[config.mk]
export PLATFORM = sky130hd
export DESIGN_NAME = csa_mult_seq_flat
export DESIGN_NICKNAME = d
export VERILOG_FILES = /design/src/rtl/csa_mult_pkg.sv /design/src/rtl/csa_mult_seq_if.sv /design/src/rtl/csa_compress32.sv /design/src/rtl/csa_mult_seq.sv /design/src/flat_wrapper.sv
export SDC_FILE = /design/constraint.sdc
export NUM_CORES = 1
export LEC_CHECK = 0
export ABC_AREA = 1
export CORE_MARGIN = 5
export CORE_UTILIZATION = 27
export CTS_CLUSTER_DIAMETER = 120
export DETAILED_ROUTE_END_ITERATION = 10
export GPL_TIMING_DRIVEN = 0
export MAX_ROUTING_LAYER = met4
export PLACE_DENSITY = 0.45
export SYNTH_ARGS = -nofsm -noshare
export SYNTH_HDL_FRONTEND = slang
export SYNTH_SLANG_ARGS = --single-unit
[constraint.sdc]
create_clock -name clk -period 3.04 [get_ports clk]
set_input_delay 0.608 -clock clk [delete_from_list [all_inputs] [get_ports clk]]
set_output_delay 0.608 -clock clk [all_outputs]
set_load 0.05 [all_outputs]
[src/rtl/csa_mult_pkg.sv]
// rtl/csa_mult_pkg.sv - shared types and helpers for the sequential carry-save multiplier
package csa_mult_pkg;

  localparam int STATE_W = 2;

  typedef enum logic [STATE_W-1:0] {
    IDLE    = 2'd0,
    ACCUM   = 2'd1,
    RESOLVE = 2'd2,
    DONE    = 2'd3
  } state_e;

  // Bit counter must index multiplier bits 0..w-1; never narrower than one bit.
  function automatic int cnt_width(input int w);
    return (w <= 2) ? 1 : $clog2(w);
  endfunction

endpackage

[src/rtl/csa_mult_seq_if.sv]
// rtl/csa_mult_seq_if.sv - operand/result handshake bundle for csa_mult_seq
interface csa_mult_seq_if #(
  parameter int WIDTH = 4
);

  logic                 in_valid;
  logic                 in_ready;
  logic [WIDTH-1:0]     a;
  logic [WIDTH-1:0]     b;
  logic                 sgn;
  logic                 out_valid;
  logic                 out_ready;
  logic [2*WIDTH-1:0]   product;
  logic                 busy;

  modport master (
    output in_valid, a, b, sgn, out_ready,
    input  in_ready, out_valid, product, busy
  );

  modport slave (
    input  in_valid, a, b, sgn, out_ready,
    output in_ready, out_valid, product, busy
  );

endinterface

[src/rtl/csa_compress32.sv]
// rtl/csa_compress32.sv - one row of W full adders used as a 3:2 compressor
module csa_compress32 #(
  parameter int W = 8
) (
  input  logic [W-1:0] x,
  input  logic [W-1:0] y,
  input  logic [W-1:0] z,
  output logic [W-1:0] s,
  output logic [W-1:0] c
);

  assign s = x ^ y ^ z;
  assign c = (x & y) | (x & z) | (y & z);

endmodule

[src/rtl/csa_mult_seq.sv]
// rtl/csa_mult_seq.sv - sequential carry-save multiplier, one partial product per clock
module csa_mult_seq
  import csa_mult_pkg::*;
#(
  parameter int WIDTH = 4
) (
  input logic           clk,
  input logic           rst_n,
  csa_mult_seq_if.slave bus
);

  localparam int PW = 2 * WIDTH;
  localparam int CW = cnt_width(WIDTH);
  localparam logic [CW-1:0] LAST = CW'(WIDTH - 1);

  state_e           state_q;
  logic [WIDTH-1:0] a_q;
  logic [WIDTH-1:0] b_q;
  logic             sgn_q;
  logic [CW-1:0]    cnt_q;
  logic [PW-1:0]    sum_q;
  logic [PW-1:0]    carry_q;
  logic [PW-1:0]    product_q;
  logic             out_valid_q;

  logic [PW-1:0]    a_ext;
  logic [PW-1:0]    a_sh;
  logic [PW-1:0]    pp;
  logic [PW-1:0]    cmp_s;
  logic [PW-1:0]    cmp_c;
  logic [PW-1:0]    sum_d;
  logic [PW-1:0]    carry_d;
  logic [PW-1:0]    product_d;
  logic             last_bit;
  logic             neg_row;

  // Signed MSB row carries weight -2^(W-1): add ~row here and its +1 via carry bit 0.
  always_comb begin
    a_ext    = sgn_q ? {{WIDTH{a_q[WIDTH-1]}}, a_q} : {{WIDTH{1'b0}}, a_q};
    a_sh     = a_ext << cnt_q;
    last_bit = (cnt_q == LAST);
    neg_row  = last_bit && sgn_q && b_q[cnt_q];
    if (neg_row) begin
      pp = ~a_sh;
    end else if (b_q[cnt_q]) begin
      pp = a_sh;
    end else begin
      pp = '0;
    end
  end

  csa_compress32 #(
    .W (PW)
  ) u_compress (
    .x (sum_q),
    .y (carry_q),
    .z (pp),
    .s (cmp_s),
    .c (cmp_c)
  );

  assign sum_d     = cmp_s;
  assign carry_d   = (cmp_c << 1) | PW'(neg_row);
  assign product_d = sum_q + carry_q;

  always_ff @(posedge clk or negedge rst_n) begin
    if (!rst_n) begin
      state_q     <= IDLE;
      a_q         <= '0;
      b_q         <= '0;
      sgn_q       <= 1'b0;
      cnt_q       <= '0;
      sum_q       <= '0;
      carry_q     <= '0;
      product_q   <= '0;
      out_valid_q <= 1'b0;
    end else begin
      case (state_q)
        IDLE: begin
          if (bus.in_valid) begin
            a_q     <= bus.a;
            b_q     <= bus.b;
            sgn_q   <= bus.sgn;
            sum_q   <= '0;
            carry_q <= '0;
            cnt_q   <= '0;
            state_q <= ACCUM;
          end
        end
        ACCUM: begin
          sum_q   <= sum_d;
          carry_q <= carry_d;
          cnt_q   <= cnt_q + CW'(1);
          if (last_bit) begin
            state_q <= RESOLVE;
          end
        end
        RESOLVE: begin
          product_q   <= product_d;
          out_valid_q <= 1'b1;
          state_q     <= DONE;
        end
        DONE: begin
          if (bus.out_ready) begin
            out_valid_q <= 1'b0;
            state_q     <= IDLE;
          end
        end
        default: state_q <= IDLE;
      endcase
    end
  end

  assign bus.in_ready  = (state_q == IDLE);
  assign bus.busy      = (state_q != IDLE);
  assign bus.out_valid = out_valid_q;
  assign bus.product   = product_q;

endmodule

[src/flat_wrapper.sv]
// flat-port wrapper written by rule: the top's interface ports become plain ports
module csa_mult_seq_flat import csa_mult_pkg::*;
#(
  parameter int WIDTH = 4
)
  (clk, rst_n, bus_in_valid, bus_a, bus_b, bus_sgn, bus_out_ready, bus_in_ready, bus_out_valid, bus_product, bus_busy);
  csa_mult_seq_if #(.WIDTH(WIDTH)) bus_i ();
  input logic clk;
  input logic rst_n;
  input wire logic [$bits(bus_i.in_valid)-1:0] bus_in_valid;
  input wire logic [$bits(bus_i.a)-1:0] bus_a;
  input wire logic [$bits(bus_i.b)-1:0] bus_b;
  input wire logic [$bits(bus_i.sgn)-1:0] bus_sgn;
  input wire logic [$bits(bus_i.out_ready)-1:0] bus_out_ready;
  output wire logic [$bits(bus_i.in_ready)-1:0] bus_in_ready;
  output wire logic [$bits(bus_i.out_valid)-1:0] bus_out_valid;
  output wire logic [$bits(bus_i.product)-1:0] bus_product;
  output wire logic [$bits(bus_i.busy)-1:0] bus_busy;
  assign bus_i.in_valid = bus_in_valid;
  assign bus_i.a = bus_a;
  assign bus_i.b = bus_b;
  assign bus_i.sgn = bus_sgn;
  assign bus_i.out_ready = bus_out_ready;
  assign bus_in_ready = bus_i.in_ready;
  assign bus_out_valid = bus_i.out_valid;
  assign bus_product = bus_i.product;
  assign bus_busy = bus_i.busy;
  csa_mult_seq #(.WIDTH(WIDTH)) u_core (.clk(clk), .rst_n(rst_n), .bus(bus_i));
endmodule
# Word level (Yosys, flattened, before mapping)
# Index checks and enable logic that the tools add are counted.
# W data, S select, Z words.
word_totals:
  register_bits: 38
  word_cells: 55
  output_inout_bits: 11
op_classes:
  shifts: 1
  n_bitwise: 9
  n_lt_le_gt_ge: 1
  n_eq_ne: 7
  n_addsub: 2
  reduce_logical: 10
  muxes: 16
ops:
  columns: ["op", "n"]
  rows:
  - ["$mux W8", 4]
  - ["$pmux W8 S2", 2]
  - ["$and A7 B7 Y7", 3]
  - ["$xor A8 B8 Y8", 2]
  - ["$or A7 B7 Y7", 2]
  - ["$add A8 B8 Y8", 1]
  - ["$mux W2", 4]
  - ["$not A8 Y8", 1]
  - ["$or A8 B1 Y8", 1]
  - ["$pmux W2 S4", 1]
  - ["$shl A8 B2 Y8", 1]
  - ["$eq A2 B2 Y1 const B", 3]
  - ["$reduce_and A2 Y1", 3]
  - ["$reduce_bool A2 Y1", 3]
  - ["$ne A2 B2 Y1 const B", 2]
  - ["$pmux W2 S2", 1]
  - ["$lt A2 B3 Y1 const B", 1]
  - ["$reduce_and A3 Y1", 1]
  - ["$add A2 B1 Y2 const B", 1]
  - ["$bmux W1 S2", 1]
  - ["$eq A2 B1 Y1 const B", 1]
  - ["$logic_and A1 B1 Y1", 2]
  - ["$logic_not A2 Y1", 1]
  - ["$mux W1", 2]
  - ["other kinds (2)", 2]

# Longest topological paths before layout
depth:
  word_depth: 9
  depth_mapped: 9

# Hierarchy
# Synthesis repeated with hierarchy kept, for this count alone.
hier_totals:
  cells_unflattened: 286
  hier_area_um2: 2317.2
modules_own_cells:
  columns: ["mod", "area_per_inst_um2", "instances", "seq_area_each_um2", "cells_per_inst"]
  rows:
  - ["csa_mult_seq", 2157.1, 1, 950.9, 278]
  - ["csa_compress32", 160.2, 1, 0.0, 8]

# Least setup slack after synthesis
# Ideal clock, no wire load.
synth_path:
  path_kind: "register to register"
  from: "register u_core.state_q[0]"
  to: "register u_core.sum_q[3]"
  setup_time_ps: 136
  slack_ps: 858
  arrival_ps: 2046
  period_less_slack_ps: 2182
  path_stages_with_launch: 9
  cell_sequence: "dfrtp_1 > inv_1 > ha_1 > inv_1 > nor2_1 > nor2_1 > inv_1 > buf_2 > o22ai_1"
synth_via:
  elab_chain_cells: 3
synth_lines:
  columns: ["item", "line", "source"]
  rows:
  - ["from (decl)", "csa_mult_seq.sv:16", "state_e state_q;"]
  - ["from (signal assigned)", "csa_mult_seq.sv:68", "state_q <= IDLE;"]
  - ["from (signal assigned)", "csa_mult_seq.sv:87", "state_q <= ACCUM;"]
  - ["from (signal assigned)", "csa_mult_seq.sv:95", "state_q <= RESOLVE;"]
  - ["$logic_not A2 Y1 (*)", null, null]
  - ["named net bus_in_ready", "flat_wrapper.sv:15", "output wire logic [$bits(bus_i.in_ready)-1:0] bus_in_ready;"]
  - ["$ne A2 B2 Y1 (no source line) / $reduce_bool A2 Y1 (equally long branches)", null, null]
  - ["$reduce_and A2 Y1 (no source line)", null, null]
  - ["to (signal assigned)", "csa_mult_seq.sv:91", "sum_q <= sum_d;"]
  - ["to (decl)", "csa_mult_seq.sv:21", "logic [PW-1:0] sum_q;"]
# The timed path passes the listed nets; every way through them passes the cells marked *.
# A chain may end at the register's enable or synchronous reset.

# Worst setup path in the final report
layout_path:
  from: "register u_core.state_q[0]"
  to: "output port bus_busy"
layout_via:
  elab_chain_cells: 1
layout_lines:
  columns: ["item", "line", "source"]
  rows:
  - ["$reduce_bool A2 Y1", "csa_mult_seq.sv:115", "assign bus.busy = (state_q != IDLE);"]
  - ["to (decl)", "flat_wrapper.sv:18", "output wire logic [$bits(bus_i.busy)-1:0] bus_busy;"]
# No other way between the ends.

==> results.ini <==
[pwr]
power.static_leakage_nw=1.26
p_sw_mw=1.40
netSwitchingFraction=0.480
pwr-share-comb=0.583
ir_drop_uv=395
report.power.total_mw=2.92
power_report.internal_total_mw=1.52
power_density_nw_per_um2=1070
clkPwrFrac=0.127
seq_power_share=0.290

[detailed_routing]
avgRoutedWirePerCell_um=12.6
vias=1781
wirelength_um=4960
detailedRoute.firstIterationViolations=44
dr.pass1.iters=4
postRouteAntennaNets=0
drc=0
avgViaCountPerCell=4.53

[timing]
worst_clock_skew_ns=0.00429
max_slew_margin_vs_limit=0.577
final-hold-violation-count=0
finalWorstPathRequiredPeriod_ns=2.54
count_of_final_setup_violators=0
max_slew.worst_pin.slew_ns=0.630
setup-tns-final_ns=0
finalCritPeriodShare=0.837
max_freq_mhz=393
grt_setup_unrepaired=no
final_max_slew_viol_count=0

[floorplanning]
floorplan.die_area_um2=10300
die_height_um=101
initial_utilization=0.275
die_width_um=101
top_level_ports=24
rows=33
core_area_um2=8180

[critical_path]
timing.reg2reg.setup_slack_ns=0.81
cpMaxStageDelayCell=sky130_fd_sc_hd__clkdlybuf4s50_1
worst_setup_path_start_kind=register
crit_buf_inv=3
depth_of_the_worst_register_to_register_path=7
reg2reg_to=u_core.sum_q[4]$_DFFE_PN0P_
worstSetupPathDepth=4
cp_cell_sequence=inv_1, ha_1, inv_1, clkdlybuf4s50_1
worst_setup_path_endpoint=bus_busy
startpoint=u_core.state_q[0]$_DFFE_PN0P_
peak_per_stage_delay_on_the_critical_path_ns=0.80
reg2reg_from=u_core.cnt_q[0]$_DFFE_PN0P_
worst-setup-path-type=reg -> out
worst_path_most_repeated_cell=sky130_fd_sc_hd__inv_1
data_arrival_time_at_the_worst_slack_endpoint_ns=1.94
timing.critical_path.max_delay_family=buffers and inverters
path_max_fanout=5
timing.critical_path.required_ns=2.43
worst_setup_path_end_kind=primary output

[logic_synthesis]
synth.lib_cells_used.distinct=26
yosys_warnings=0
synth.cell_area_um2=2250
ys.flop_type=sky130_fd_sc_hd__dfrtp_1
synth_sequential_area_ratio=0.423
synthArstFlopShare=1.00
synthCells=256
synth_seq_cells=38
synth_edf_count=0
synth_nets=289
synthesized_area_divided_by_synthesized_cell_count_um2=8.79

[place]
portBuffers=23
hpwl_um=3800
post-place-cells=385
globalplace.congestion=0.867

[global_routing]
antenna_found_initial=0
grt_start_max_net_pins=33
track_usage=0.110
global_route.overflow_total=0
first_global_vias=1882
grt_first_pass_wirelength_um=8790

[clock_network]
cts_tree=yes
cts.root.buffer_cell=sky130_fd_sc_hd__clkbuf_8
cts_resized=0
cts_inserted_buffers=5
post_cts_clock_slew_at_the_launch_and_capture_registers_of_the_worst_setup_and_hold_paths_ns=0.08
postCtsSetupRepairBufs=0
clock_latency_ns=0.29
post_cts_hold_buffer_count=0
clk_path_buf_depth=2
ctsHtreeMaxLevel=2
tritoncts_num_sinks=38

[finish]
layout_commonest_cell=sky130_fd_sc_hd__nand2_1
stdcell_count=393
drive_gt1_frac=0.108
syn2layout_area_growth_pct=20.8
design.final.nets=320
antenna_cells_inserted=0
final_cell_mix=53 x sky130_fd_sc_hd__nand2_1, 38 x sky130_fd_sc_hd__dfrtp_1, 37 x sky130_fd_sc_hd__inv_1, 26 x sky130_fd_sc_hd__o21ai_0, 22 x sky130_fd_sc_hd__clkdlybuf4s50_1

[flow_run]
cap_viol_max_count=0

[outcome]
outcome=complete, no violations

[hold_path]
hold_path_class=in -> async

==> metrics by stage <==
stage / hold slack [ns] / setup slack (ns) / instance area (µm²) / utilization
global route: 0.170 / 0.415 / 2720 / 0.332
global placement: 0.460 / 0.190 / 2610 / 0.319
floorplan: 0.312 / 0.858 / 2250 / -
finish: 0.157 / 0.495 / 2720 / 0.332
CTS: 0.157 / 0.485 / 2720 / 0.332
detailed placement: 0.467 / 0.795 / 2630 / 0.321
==> power groups by stage <==
stage / clock network (mW) / logic [mW] / registers [mW]
after detailed placement: 0 / 1.72 / 0.857
after CTS: 0.389 / 1.73 / 0.849
after global placement: 0 / 1.71 / 0.853
final: 0.370 / 1.70 / 0.846
after floorplan: 0 / 1.13 / 0.980
after global routing: 0.403 / 1.95 / 0.877
==> sequential cells by signal, indices dropped and copies added (netlist names) <==
name / cells
u_core.bus.product: 8
u_core.carry_q: 8
u_core.sum_q: 8
u_core.a_q: 4
u_core.b_q: 4
u_core.cnt_q: 2
u_core.state_q: 2
u_core.bus.out_valid: 1
u_core.sgn_q: 1
==> cell families (layout without fill, tap and decap cells) <==
kind of cell,Yosys count,after routing,share of synthesized area
AOI/OAI and AO/OA,57,57,0.141
xor gates and xnor gates,1,1,0.00389
adders and majority gates,20,20,0.138
buffers and inverters,44,76,0.0756
DFF,38,38,0.423
muxes,7,7,0.0350
and+or+nand+nor,89,89,0.184
==> synthesized netlist by cell type, types with 2 or more instances <==
| cell | number | share of area |
|---|---|---|
| sky130_fd_sc_hd__fa_1 | 8 | 0.071 |
| sky130_fd_sc_hd__ha_1 | 12 | 0.067 |
| sky130_fd_sc_hd__nand2_2 | 4 | 0.011 |
| sky130_fd_sc_hd__o31ai_1 | 2 | 0.0067 |
| sky130_fd_sc_hd__o22ai_1 | 15 | 0.042 |
| sky130_fd_sc_hd__nand3_4 | 2 | 0.016 |
| sky130_fd_sc_hd__nand4_1 | 6 | 0.017 |
| sky130_fd_sc_hd__buf_2 | 4 | 0.0089 |
| sky130_fd_sc_hd__inv_2 | 2 | 0.0033 |
| sky130_fd_sc_hd__nor2_1 | 8 | 0.013 |
| sky130_fd_sc_hd__nand3_1 | 13 | 0.029 |
| sky130_fd_sc_hd__o21ai_1 | 3 | 0.0067 |
| sky130_fd_sc_hd__mux2_2 | 7 | 0.035 |
| sky130_fd_sc_hd__a21oi_1 | 8 | 0.018 |
| sky130_fd_sc_hd__dfrtp_1 | 38 | 0.42 |
| sky130_fd_sc_hd__o21ai_0 | 26 | 0.058 |
| sky130_fd_sc_hd__nand2_1 | 53 | 0.088 |
| sky130_fd_sc_hd__inv_1 | 37 | 0.062 |
==> routing by layer <==
metal  track usage  up-vias  part of all wire  routed length (µm)
met4        0.0307        0             0.011                  53
met3        0.0213        7             0.032                 158
met1         0.139      824              0.48                2400
met5             -        -                 0                   0
li1              -      914                 -                   -
met2         0.181       36              0.47                2350
==> cell type report <==
type / instances / area [µm²]
plain buffers: 5 / 23.8
clock buffers: 7 / 86.3
clock inverters: 1 / 5.00
fillers: 867 / 5460
inverters: 39 / 146
multi-input cells: 174 / 1130
flip-flops and latches: 38 / 951
well taps: 105 / 131
repair buffers: 24 / 245
==> how the worst min path moves through the flow <==
stage,start,slack [ns],depth (start not counted),end
2_1_floorplan,rst_n,0.31,0,u_core.a_q[0]$_DFFE_PN0P_
3_3_place_gp,u_core.bus.product[0]$_DFFE_PN0P_,0.46,2,u_core.bus.product[0]$_DFFE_PN0P_
3_5_place_dp,u_core.bus.product[0]$_DFFE_PN0P_,0.47,2,u_core.bus.product[0]$_DFFE_PN0P_
4_1_cts,rst_n,0.16,1,u_core.bus.product[6]$_DFFE_PN0P_
5_1_grt,rst_n,0.17,1,u_core.bus.product[6]$_DFFE_PN0P_
6_report,rst_n,0.16,1,u_core.bus.product[6]$_DFFE_PN0P_
No activity file was read; power rests on OpenSTA's default activity.
